## config.mk

```make
export PLATFORM = sky130hd
export DESIGN_NAME = sync_fifo_flex_flat
export DESIGN_NICKNAME = d
export VERILOG_FILES = /design/src/rtl/sync_fifo_flex_if.sv /design/src/rtl/sync_fifo_flex.sv /design/src/flat_wrapper.sv
export SDC_FILE = /design/constraint.sdc
export NUM_CORES = 1
export LEC_CHECK = 0
export CAP_MARGIN = 20
export CORE_UTILIZATION = 62
export CTS_BUF_LIST = sky130_fd_sc_hd__clkbuf_4 sky130_fd_sc_hd__clkbuf_8
export CTS_CLUSTER_SIZE = 8
export DETAILED_ROUTE_END_ITERATION = 8
export PLACE_DENSITY = 0.93
export SLEW_MARGIN = 20
export SYNTH_ARGS = -nofsm -noshare
export SYNTH_HDL_FRONTEND = slang
export SYNTH_SLANG_ARGS = --single-unit
```

## constraint.sdc

```tcl
create_clock -name clk -period 3.9 [get_ports clk]
set_clock_uncertainty 0.05 [all_clocks]
set_input_delay 0.585 -clock clk [delete_from_list [all_inputs] [get_ports clk]]
set_output_delay 0.585 -clock clk [all_outputs]
set_load 0.05 [all_outputs]
```

## src/rtl/sync_fifo_flex_if.sv

```systemverilog
// Handshake bundle for sync_fifo_flex: write port, read port, status and error control.
// The FIFO takes the slave side; the producer/consumer logic takes the master side.
interface sync_fifo_flex_if #(
    parameter int DATA_WIDTH = 8,
    parameter int DEPTH      = 6
);
    localparam int CW = $clog2(DEPTH + 1);

    logic                  flush;
    logic                  wen;
    logic [DATA_WIDTH-1:0] wdata;
    logic                  full;
    logic                  almost_full;
    logic                  ren;
    logic [DATA_WIDTH-1:0] rdata;
    logic                  rvalid;
    logic                  empty;
    logic                  almost_empty;
    logic [CW-1:0]         count;
    logic                  overflow;
    logic                  underflow;
    logic                  clear_err;

    modport slave (
        input  flush, wen, wdata, ren, clear_err,
        output full, almost_full, rdata, rvalid, empty, almost_empty,
               count, overflow, underflow
    );

    modport master (
        output flush, wen, wdata, ren, clear_err,
        input  full, almost_full, rdata, rvalid, empty, almost_empty,
               count, overflow, underflow
    );
endinterface

```

## src/rtl/sync_fifo_flex.sv

```systemverilog
// Single-clock FIFO of arbitrary depth with FWFT or registered read, occupancy
// count, almost-full/almost-empty thresholds, sticky error flags and flush.
module sync_fifo_flex #(
    parameter int DATA_WIDTH = 8,
    parameter int DEPTH      = 6,
    parameter bit FWFT       = 1'b1,
    parameter int AF_THRESH  = DEPTH - 1,
    parameter int AE_THRESH  = 1
) (
    input logic             clk,
    input logic             reset,
    sync_fifo_flex_if.slave bus
);
    localparam int CW = $clog2(DEPTH + 1);
    localparam int PW = (DEPTH > 1) ? $clog2(DEPTH) : 1;

    logic [DATA_WIDTH-1:0] mem_q [DEPTH];
    logic [PW-1:0]         wptr_q, wptr_d;
    logic [PW-1:0]         rptr_q, rptr_d;
    logic [CW-1:0]         count_q, count_d;
    logic                  overflow_q, overflow_d;
    logic                  underflow_q, underflow_d;
    logic                  empty, full, wacc, racc;

    // NOTE: every variable gets a default at the top of always_comb so no path
    // leaves it unassigned (which would infer a latch); blocking '=' is used here.
    always_comb begin
        empty       = (count_q == '0);
        full        = (count_q == CW'(DEPTH));
        wacc        = bus.wen & ~full  & ~bus.flush;
        racc        = bus.ren & ~empty & ~bus.flush;
        wptr_d      = wptr_q;
        rptr_d      = rptr_q;
        count_d     = count_q;

        if (bus.flush) begin
            wptr_d  = '0;
            rptr_d  = '0;
            count_d = '0;
        end else begin
            // Explicit wrap so any DEPTH works, not just powers of two.
            if (wacc) wptr_d = (wptr_q == PW'(DEPTH - 1)) ? '0 : wptr_q + PW'(1);
            if (racc) rptr_d = (rptr_q == PW'(DEPTH - 1)) ? '0 : rptr_q + PW'(1);
            unique case ({wacc, racc})
                2'b10:   count_d = count_q + CW'(1);
                2'b01:   count_d = count_q - CW'(1);
                default: count_d = count_q;
            endcase
        end

        // A new error event outranks clear_err in the same cycle.
        overflow_d  = (bus.wen & full  & ~bus.flush) ? 1'b1 :
                      bus.clear_err ? 1'b0 : overflow_q;
        underflow_d = (bus.ren & empty & ~bus.flush) ? 1'b1 :
                      bus.clear_err ? 1'b0 : underflow_q;
    end

    // NOTE: sequential state is updated with non-blocking '<=' so every flop
    // samples pre-edge values regardless of process ordering.
    always_ff @(posedge clk or posedge reset) begin
        if (reset) begin
            wptr_q      <= '0;
            rptr_q      <= '0;
            count_q     <= '0;
            overflow_q  <= 1'b0;
            underflow_q <= 1'b0;
        end else begin
            wptr_q      <= wptr_d;
            rptr_q      <= rptr_d;
            count_q     <= count_d;
            overflow_q  <= overflow_d;
            underflow_q <= underflow_d;
        end
    end

    // NOTE: storage has no reset; stale words are unreachable because count
    // and the pointers are reset, and a reset-free array maps onto RAM cells.
    always_ff @(posedge clk) begin
        if (wacc) mem_q[wptr_q] <= bus.wdata;
    end

    generate
        if (FWFT) begin : g_fwft
            // Head word is presented directly; forced to zero while empty so
            // the output never shows uninitialised storage.
            assign bus.rdata  = empty ? '0 : mem_q[rptr_q];
            assign bus.rvalid = ~empty;
        end else begin : g_reg_read
            logic [DATA_WIDTH-1:0] rdata_q, rdata_d;
            logic                  rvalid_q, rvalid_d;

            always_comb begin
                rvalid_d = racc;
                rdata_d  = racc ? mem_q[rptr_q] : rdata_q;
            end

            always_ff @(posedge clk or posedge reset) begin
                if (reset) begin
                    rdata_q  <= '0;
                    rvalid_q <= 1'b0;
                end else begin
                    rdata_q  <= rdata_d;
                    rvalid_q <= rvalid_d;
                end
            end

            assign bus.rdata  = rdata_q;
            assign bus.rvalid = rvalid_q;
        end
    endgenerate

    assign bus.full         = full;
    assign bus.empty        = empty;
    assign bus.almost_full  = (count_q >= CW'(AF_THRESH));
    assign bus.almost_empty = (count_q <= CW'(AE_THRESH));
    assign bus.count        = count_q;
    assign bus.overflow     = overflow_q;
    assign bus.underflow    = underflow_q;
endmodule

```

## src/flat_wrapper.sv

```systemverilog
// flat-port wrapper written by rule: the top's interface ports become plain ports
module sync_fifo_flex_flat 
#(
    parameter int DATA_WIDTH = 8,
    parameter int DEPTH      = 6,
    parameter bit FWFT       = 1'b1,
    parameter int AF_THRESH  = DEPTH - 1,
    parameter int AE_THRESH  = 1
)
  (clk, reset, bus_flush, bus_wen, bus_wdata, bus_ren, bus_clear_err, bus_full, bus_almost_full, bus_rdata, bus_rvalid, bus_empty, bus_almost_empty, bus_count, bus_overflow, bus_underflow);
  sync_fifo_flex_if #(.DATA_WIDTH(DATA_WIDTH), .DEPTH(DEPTH)) bus_i ();
  input logic clk;
  input logic reset;
  input wire logic [$bits(bus_i.flush)-1:0] bus_flush;
  input wire logic [$bits(bus_i.wen)-1:0] bus_wen;
  input wire logic [$bits(bus_i.wdata)-1:0] bus_wdata;
  input wire logic [$bits(bus_i.ren)-1:0] bus_ren;
  input wire logic [$bits(bus_i.clear_err)-1:0] bus_clear_err;
  output wire logic [$bits(bus_i.full)-1:0] bus_full;
  output wire logic [$bits(bus_i.almost_full)-1:0] bus_almost_full;
  output wire logic [$bits(bus_i.rdata)-1:0] bus_rdata;
  output wire logic [$bits(bus_i.rvalid)-1:0] bus_rvalid;
  output wire logic [$bits(bus_i.empty)-1:0] bus_empty;
  output wire logic [$bits(bus_i.almost_empty)-1:0] bus_almost_empty;
  output wire logic [$bits(bus_i.count)-1:0] bus_count;
  output wire logic [$bits(bus_i.overflow)-1:0] bus_overflow;
  output wire logic [$bits(bus_i.underflow)-1:0] bus_underflow;
  assign bus_i.flush = bus_flush;
  assign bus_i.wen = bus_wen;
  assign bus_i.wdata = bus_wdata;
  assign bus_i.ren = bus_ren;
  assign bus_i.clear_err = bus_clear_err;
  assign bus_full = bus_i.full;
  assign bus_almost_full = bus_i.almost_full;
  assign bus_rdata = bus_i.rdata;
  assign bus_rvalid = bus_i.rvalid;
  assign bus_empty = bus_i.empty;
  assign bus_almost_empty = bus_i.almost_empty;
  assign bus_count = bus_i.count;
  assign bus_overflow = bus_i.overflow;
  assign bus_underflow = bus_i.underflow;
  sync_fifo_flex #(.DATA_WIDTH(DATA_WIDTH), .DEPTH(DEPTH), .FWFT(FWFT), .AF_THRESH(AF_THRESH), .AE_THRESH(AE_THRESH)) u_core (.clk(clk), .reset(reset), .bus(bus_i));
endmodule
```

## Word level (Yosys, flattened, before mapping)

Memories as Yosys holds them, arrays and structs flattened.
Cells that the tools add are included.

| storage, ports and cells | value |
|---|---|
| flip-flop bits (word level) | 11 |
| bits in latches | 0 |
| memory bits (writable) | 48 |
| bits in read-only memories | 0 |
| input port bits | 14 |
| output and inout port bits | 18 |
| logic and storage cells | 48 |
| memories | 1 |

| operators by class | value |
|---|---|
| $add $sub $neg | 4 |
| $mul | 0 |
| div/mod/pow operators | 0 |
| magnitude comparators | 2 |
| eq/ne operators | 5 |
| shift operators | 0 |
| mux-type cells | 14 |
| bitwise logic cells | 11 |
| reductions and logical operators | 6 |

Memory list:

| memory | words | width | read ports | clocked after memory_dff | write ports | RTL line | source |
|---|---|---|---|---|---|---|---|
| u_core.mem_q | 6 | 8 | 1 | 0 | 1 | sync_fifo_flex.sv:17 | `logic [DATA_WIDTH-1:0] mem_q [DEPTH];` |

Operators by type and width:

| kind | number |
|---|---|
| 3-bit two-way mux | 7 |
| 3-bit by 1-bit adder with 3-bit output, second input constant | 3 |
| 3-bit == test, second input constant | 3 |
| 1-bit bitwise AND | 8 |
| 8-bit two-way mux | 1 |
| 2-bit nonzero test | 4 |
| 3-bit case mux with 2 select lines | 1 |
| 1-bit two-way mux | 5 |
| 3-bit >= comparator, second input constant | 1 |
| 3-bit by 1-bit <= comparator with 1-bit output, second input constant | 1 |
| 3-bit logical NOT | 1 |
| 1-bit NOT | 3 |
| 3-bit nonzero test | 1 |
| 3-bit by 1-bit subtractor with 3-bit output, second input constant | 1 |
| 2-bit by 1-bit == test with 1-bit output, second input constant | 1 |
| 2-bit == test, second input constant | 1 |

## Longest topological paths before layout

| logic depth | value |
|---|---|
| word-level depth | 7 |
| gate-level depth with buffers | 6 |
| mapped depth without buffers | 6 |

## Worst setup path after synthesis

No wires, ideal clock.

| timing | value |
|---|---|
| kind | register to output |
| start | reg u_core.count_q[0] (netlist: u_core.bus.count[0]) |
| end | out bus_rdata[0] |
| arrival time | 3.294 ns |
| required time | 3.265 ns |
| setup slack | -0.029 ns |
| cell stages (with the launch flop) | 6 |
| buffers on the path | 0 |
| path through | dfrtp_1 > inv_1 > ha_1 > or2b_4 > clkinv_1 > a211oi_1 |

| on the way | value |
|---|---|
| longest elaborated chain between the ends | 2 |

RTL lines:

| what | RTL line | source |
|---|---|---|
| start: declaration | sync_fifo_flex.sv:20 | `logic [CW-1:0] count_q, count_d;` |
| start signal: assignment | sync_fifo_flex.sv:70 | `count_q <= count_d;` |
| 3-bit logical NOT | sync_fifo_flex.sv:28 | `empty = (count_q == '0);` |
| via bus_empty | flat_wrapper.sv:23 | `output wire logic [$bits(bus_i.empty)-1:0] bus_empty;` |
| 8-bit two-way mux | sync_fifo_flex.sv:86 | `assign bus.rdata = empty ? '0 : mem_q[rptr_q];` |
| end: declaration | flat_wrapper.sv:21 | `output wire logic [$bits(bus_i.rdata)-1:0] bus_rdata;` |

The timed path passes the listed nets, and every way through them passes these cells.

## Worst setup path in the final report

| timing | value |
|---|---|
| start | reg u_core.count_q[0] (netlist: u_core.bus.count[0]) |
| end | out bus_rdata[4] |

| on the way | value |
|---|---|
| longest elaborated chain between the ends | 2 |

RTL lines:

| what | RTL line |
|---|---|
| 3-bit logical NOT | sync_fifo_flex.sv:28 |
| 8-bit two-way mux | sync_fifo_flex.sv:86 |

No other way between the ends.

==> impl_results.md <==
- Sequential Power Share: 33.5%
- Sinks on Clock Net: 59
- Number of buffers added on ports: 31
- Worst hold-check path type: reg2reg
- Net Sw Power: 0.0008890 W
- Post-detailed-route DRC marker count: 0
- Logic gate share of total power: 41.1%
- Count of final setup violators: 0
- Area occupied by multi-input gates: 809.5 um^2
- Grt total ovfl: 0
- Hold Vio Cnt, Final: 0
- Worst EP required: 3.26 ns
- # nets final: 233
- Worst-case reg-to-reg path depth: 6
- Die height: 67.19 um
- Vias: 1603
- Maximum frequency from static timing analysis: 0.2849 GHz
- Leakage power: 1.130 nW
- Tmin final: 3.510 ns
- Async set-or-reset flop fraction in the synthesized netlist: 18.64%
- Number of setup buffers added after CTS: 0
- Filler Cells Inserted: 222
- Origin of the critical flop-to-flop path: u_core.bus.count[0]$_DFFE_PP0P_
- Most Used Layer, Global Route: met2
- Most frequent standard cell in the layout excluding fill and tap cells: sky130_fd_sc_hd__edfxtp_1
- Wire length of the first global-routing pass: 7748 um
- Post-detailed-placement half-perimeter wirelength: 3416 um
- Slowest cell delay on critical path: 0.88 ns
- Root cell of the clock tree: sky130_fd_sc_hd__clkbuf_8
- Drt first pass iters: 4
- GR met1 Demand/Resource: 31.54%
- Sequential cell area fraction in the yosys report: 65.15%
- Overall die width: 67.19 um
- RSZ-0062 raised after global routing: false
- Crit-path max FO: 9
- Avg WL per Cell: 18.78 um
- Met3 Resource Use GR: 6.926%
- TritonCTS clock tree: done
- Io pins: 32
- Top cell type's share of synthesized area: 54.70%
- Result of the run: complete, no violations
- Mapped Cells: 175
- Sw frac: 38.14%
- Worst IR Drop VDD: 0.5951 mV
- Arr. time, crit path: 2.88 ns
- #FFs+latches synth: 59
- Total Die Area: 4515 um^2
- Final-report max-slew violation count: 0
- Source of the worst hold timing path: u_core.bus.underflow$_DFFE_PP0P_
- Core outline area: 4029 um^2
- DRC violation total after the first TritonRoute iteration: 95
- Number of enable-type register cells in the synthesized netlist: 48
- Main synth FF type: sky130_fd_sc_hd__edfxtp_1
- Routed vias/inst: 5.959
- Synthesized area per cell: 15.06 um^2
- Total internal power: 0.001442 W
- Clock Power Share: 25.4%
- Cell family contributing the most delay on the critical path: buffers and inverters
- Pin count of the biggest net entering global routing: 20
- Worst reg2reg path endpoint: u_core.mem_q[2][7]$_DFFE_PP_
- Net Count, Synth: 194
- Remaining antenna violation count: 0
- Synth Cell Area: 2635 um^2
- Kind of capture point of the worst setup path: output port
- Cell taking the most area after synthesis: sky130_fd_sc_hd__edfxtp_1
- Hold buffer count at CTS: 0
- Global-route usage over all layers: 25.44%
- Post-CTS clock slew at the launch and capture registers of the worst setup and hold paths: 0.06 ns
- Number of antenna violations at the first check in global routing: 0
- Final hold slack: 0.4511 ns
- Layout area overhead: 20.89%
- Number of standard-cell rows in the floorplan: 23
- Ratio of total power to cell area: 731.7 nW/um^2
- Number of buffers inserted during clock tree synthesis: 9
- Setup slack, reg-to-reg: 1.39 ns
- Top library cells by usage in the layout, fill and taps aside: sky130_fd_sc_hd__edfxtp_1, sky130_fd_sc_hd__clkdlybuf4s50_1, sky130_fd_sc_hd__nor2_1
- Clock Tree Buf Depth: 2
- Cell with the largest stage delay on the worst path: sky130_fd_sc_hd__clkdlybuf4s50_1
- Final antenna diode count: 0
- Count of different cell masters after synthesis: 44
- Cell types occupying the most area after synthesis: sky130_fd_sc_hd__edfxtp_1, sky130_fd_sc_hd__dfrtp_1, sky130_fd_sc_hd__mux4_2
- Post-Route WL: 5053 um
- Share of the clock period used by the worst path: 90.00%
- Gp weighted congestion: 0.8825
- Vias in the first global route: 1562
- Initial Util: 65.40%
- Number of H-tree levels: 3
- Max Cap Violations: 0
- Share of final-layout standard cells stronger than drive strength 1: 15.53%
- Area of all sequential standard cells: 1717 um^2
- Number of gates resized after cts: 0
- Final setup TNS: 0 ns
- Number of synthesis warnings: 0
- Critical Path, Cell by Cell: inv_1 > ha_1 > or2b_4 > clkinv_1 > a211oi_1 > clkdlybuf4s50_1
- Buffer and inverter count on the worst path: 3
- Launching element type of the critical path: register
- Relative slew slack: 40.71%
- Measured slew at the worst slew-check pin: 0.8860 ns
- Crit Path Class: reg2out
- Hold path endpoint: u_core.bus.underflow$_DFFE_PP0P_
- Worst-skew pair later-pin latency: 0.32 ns
- Cell depth of the worst hold path: 1
- GR met2 Demand/Resource: 40.88%
-- cells by family (layout without fill, tap and decap cells) --
family / Yosys count / after routing / share of synthesized area [%]
xor+xnor: 2 / 2 / 0.6649
mux: 19 / 19 / 11.40
buf+inv: 17 / 61 / 4.131
flops: 59 / 59 / 65.15
fa+ha+maj: 5 / 5 / 2.374
compound gates: 25 / 25 / 6.790
simple gates: 48 / 48 / 9.497
-- how the worst max path moves through the flow --
stage	from	end	slack, ns	depth (start not counted)
detailed placement	u_core.bus.count[0]$_DFFE_PP0P_	bus_rdata[4]	0.74	6
global placement	u_core.bus.count[0]$_DFFE_PP0P_	bus_rdata[0]	0.90	6
global route	u_core.bus.count[0]$_DFFE_PP0P_	bus_rdata[4]	0.19	6
finish	u_core.bus.count[0]$_DFFE_PP0P_	bus_rdata[4]	0.39	6
CTS	u_core.bus.count[0]$_DFFE_PP0P_	bus_rdata[4]	0.36	6
floorplan	u_core.bus.count[0]$_DFFE_PP0P_	bus_rdata[0]	-0.03	5
-- flip-flops by register name, indices dropped and copies added, names as in the netlist --
register	count
u_core.bus.count	3
u_core.bus.underflow	1
u_core.bus.overflow	1
u_core.rptr_q	3
u_core.wptr_q	3
u_core.mem_q	48
-- metal layers --
| layer | wire length (um) | vias up |
|---|---|---|
| met5 | 0 | - |
| met4 | 113 | 0 |
| met3 | 177 | 14 |
| met2 | 2546 | 47 |
| met1 | 2215 | 798 |
| li1 | - | 744 |
-- synth_stat cells, drive strengths merged, types with 2 or more instances --
cell and instances:
a211oi 8, a21oi 5, a31oi 2, a32o 2, and2b 2, buf 7, dfrtp 11, edfxtp 48
ha 5, inv 7, mux2 2, mux2i 9, mux4 8, nand2 10, nand3 2, nor2 18
nor3 4, o21ai 2, or2 2, or3 4, xor2 2
-- layout make-up --
cell class,count,share of cell area [%]
inverters,8,0.9427
clock buffers,10,4.124
repair buffers,37,11.15
flip-flops and latches,59,53.89
well taps,50,1.964
multi-input cells,99,25.41
clock inverters,6,2.514
-- stage by stage --
stage | setup WS, ns | std cells | util (%) | total power (W) | cell area (um^2)
floorplan | -0.02927 | 175 | - | 0.001486 | 2635
global placement | 0.8951 | 253 | 73.82 | 0.001721 | 2974
detailed placement | 0.7350 | 253 | 73.82 | 0.001747 | 2974
CTS | 0.3606 | 269 | 79.07 | 0.002338 | 3186
global route | 0.1905 | 269 | 79.07 | 0.002415 | 3186
finish | 0.3899 | 269 | 79.07 | 0.002331 | 3186
-- power by group through the flow --
| stage | registers (W) | logic, W | clock network, W |
|---|---|---|---|
| global route | 0.000790 | 0.00101 | 0.000616 |
| floorplan | 0.000814 | 0.000671 | 0 |
| global placement | 0.000790 | 0.000931 | 0 |
| detailed placement | 0.000794 | 0.000953 | 0 |
| finish | 0.000781 | 0.000957 | 0.000593 |
| CTS | 0.000782 | 0.000962 | 0.000595 |
(Power assumes the default switching activity.)
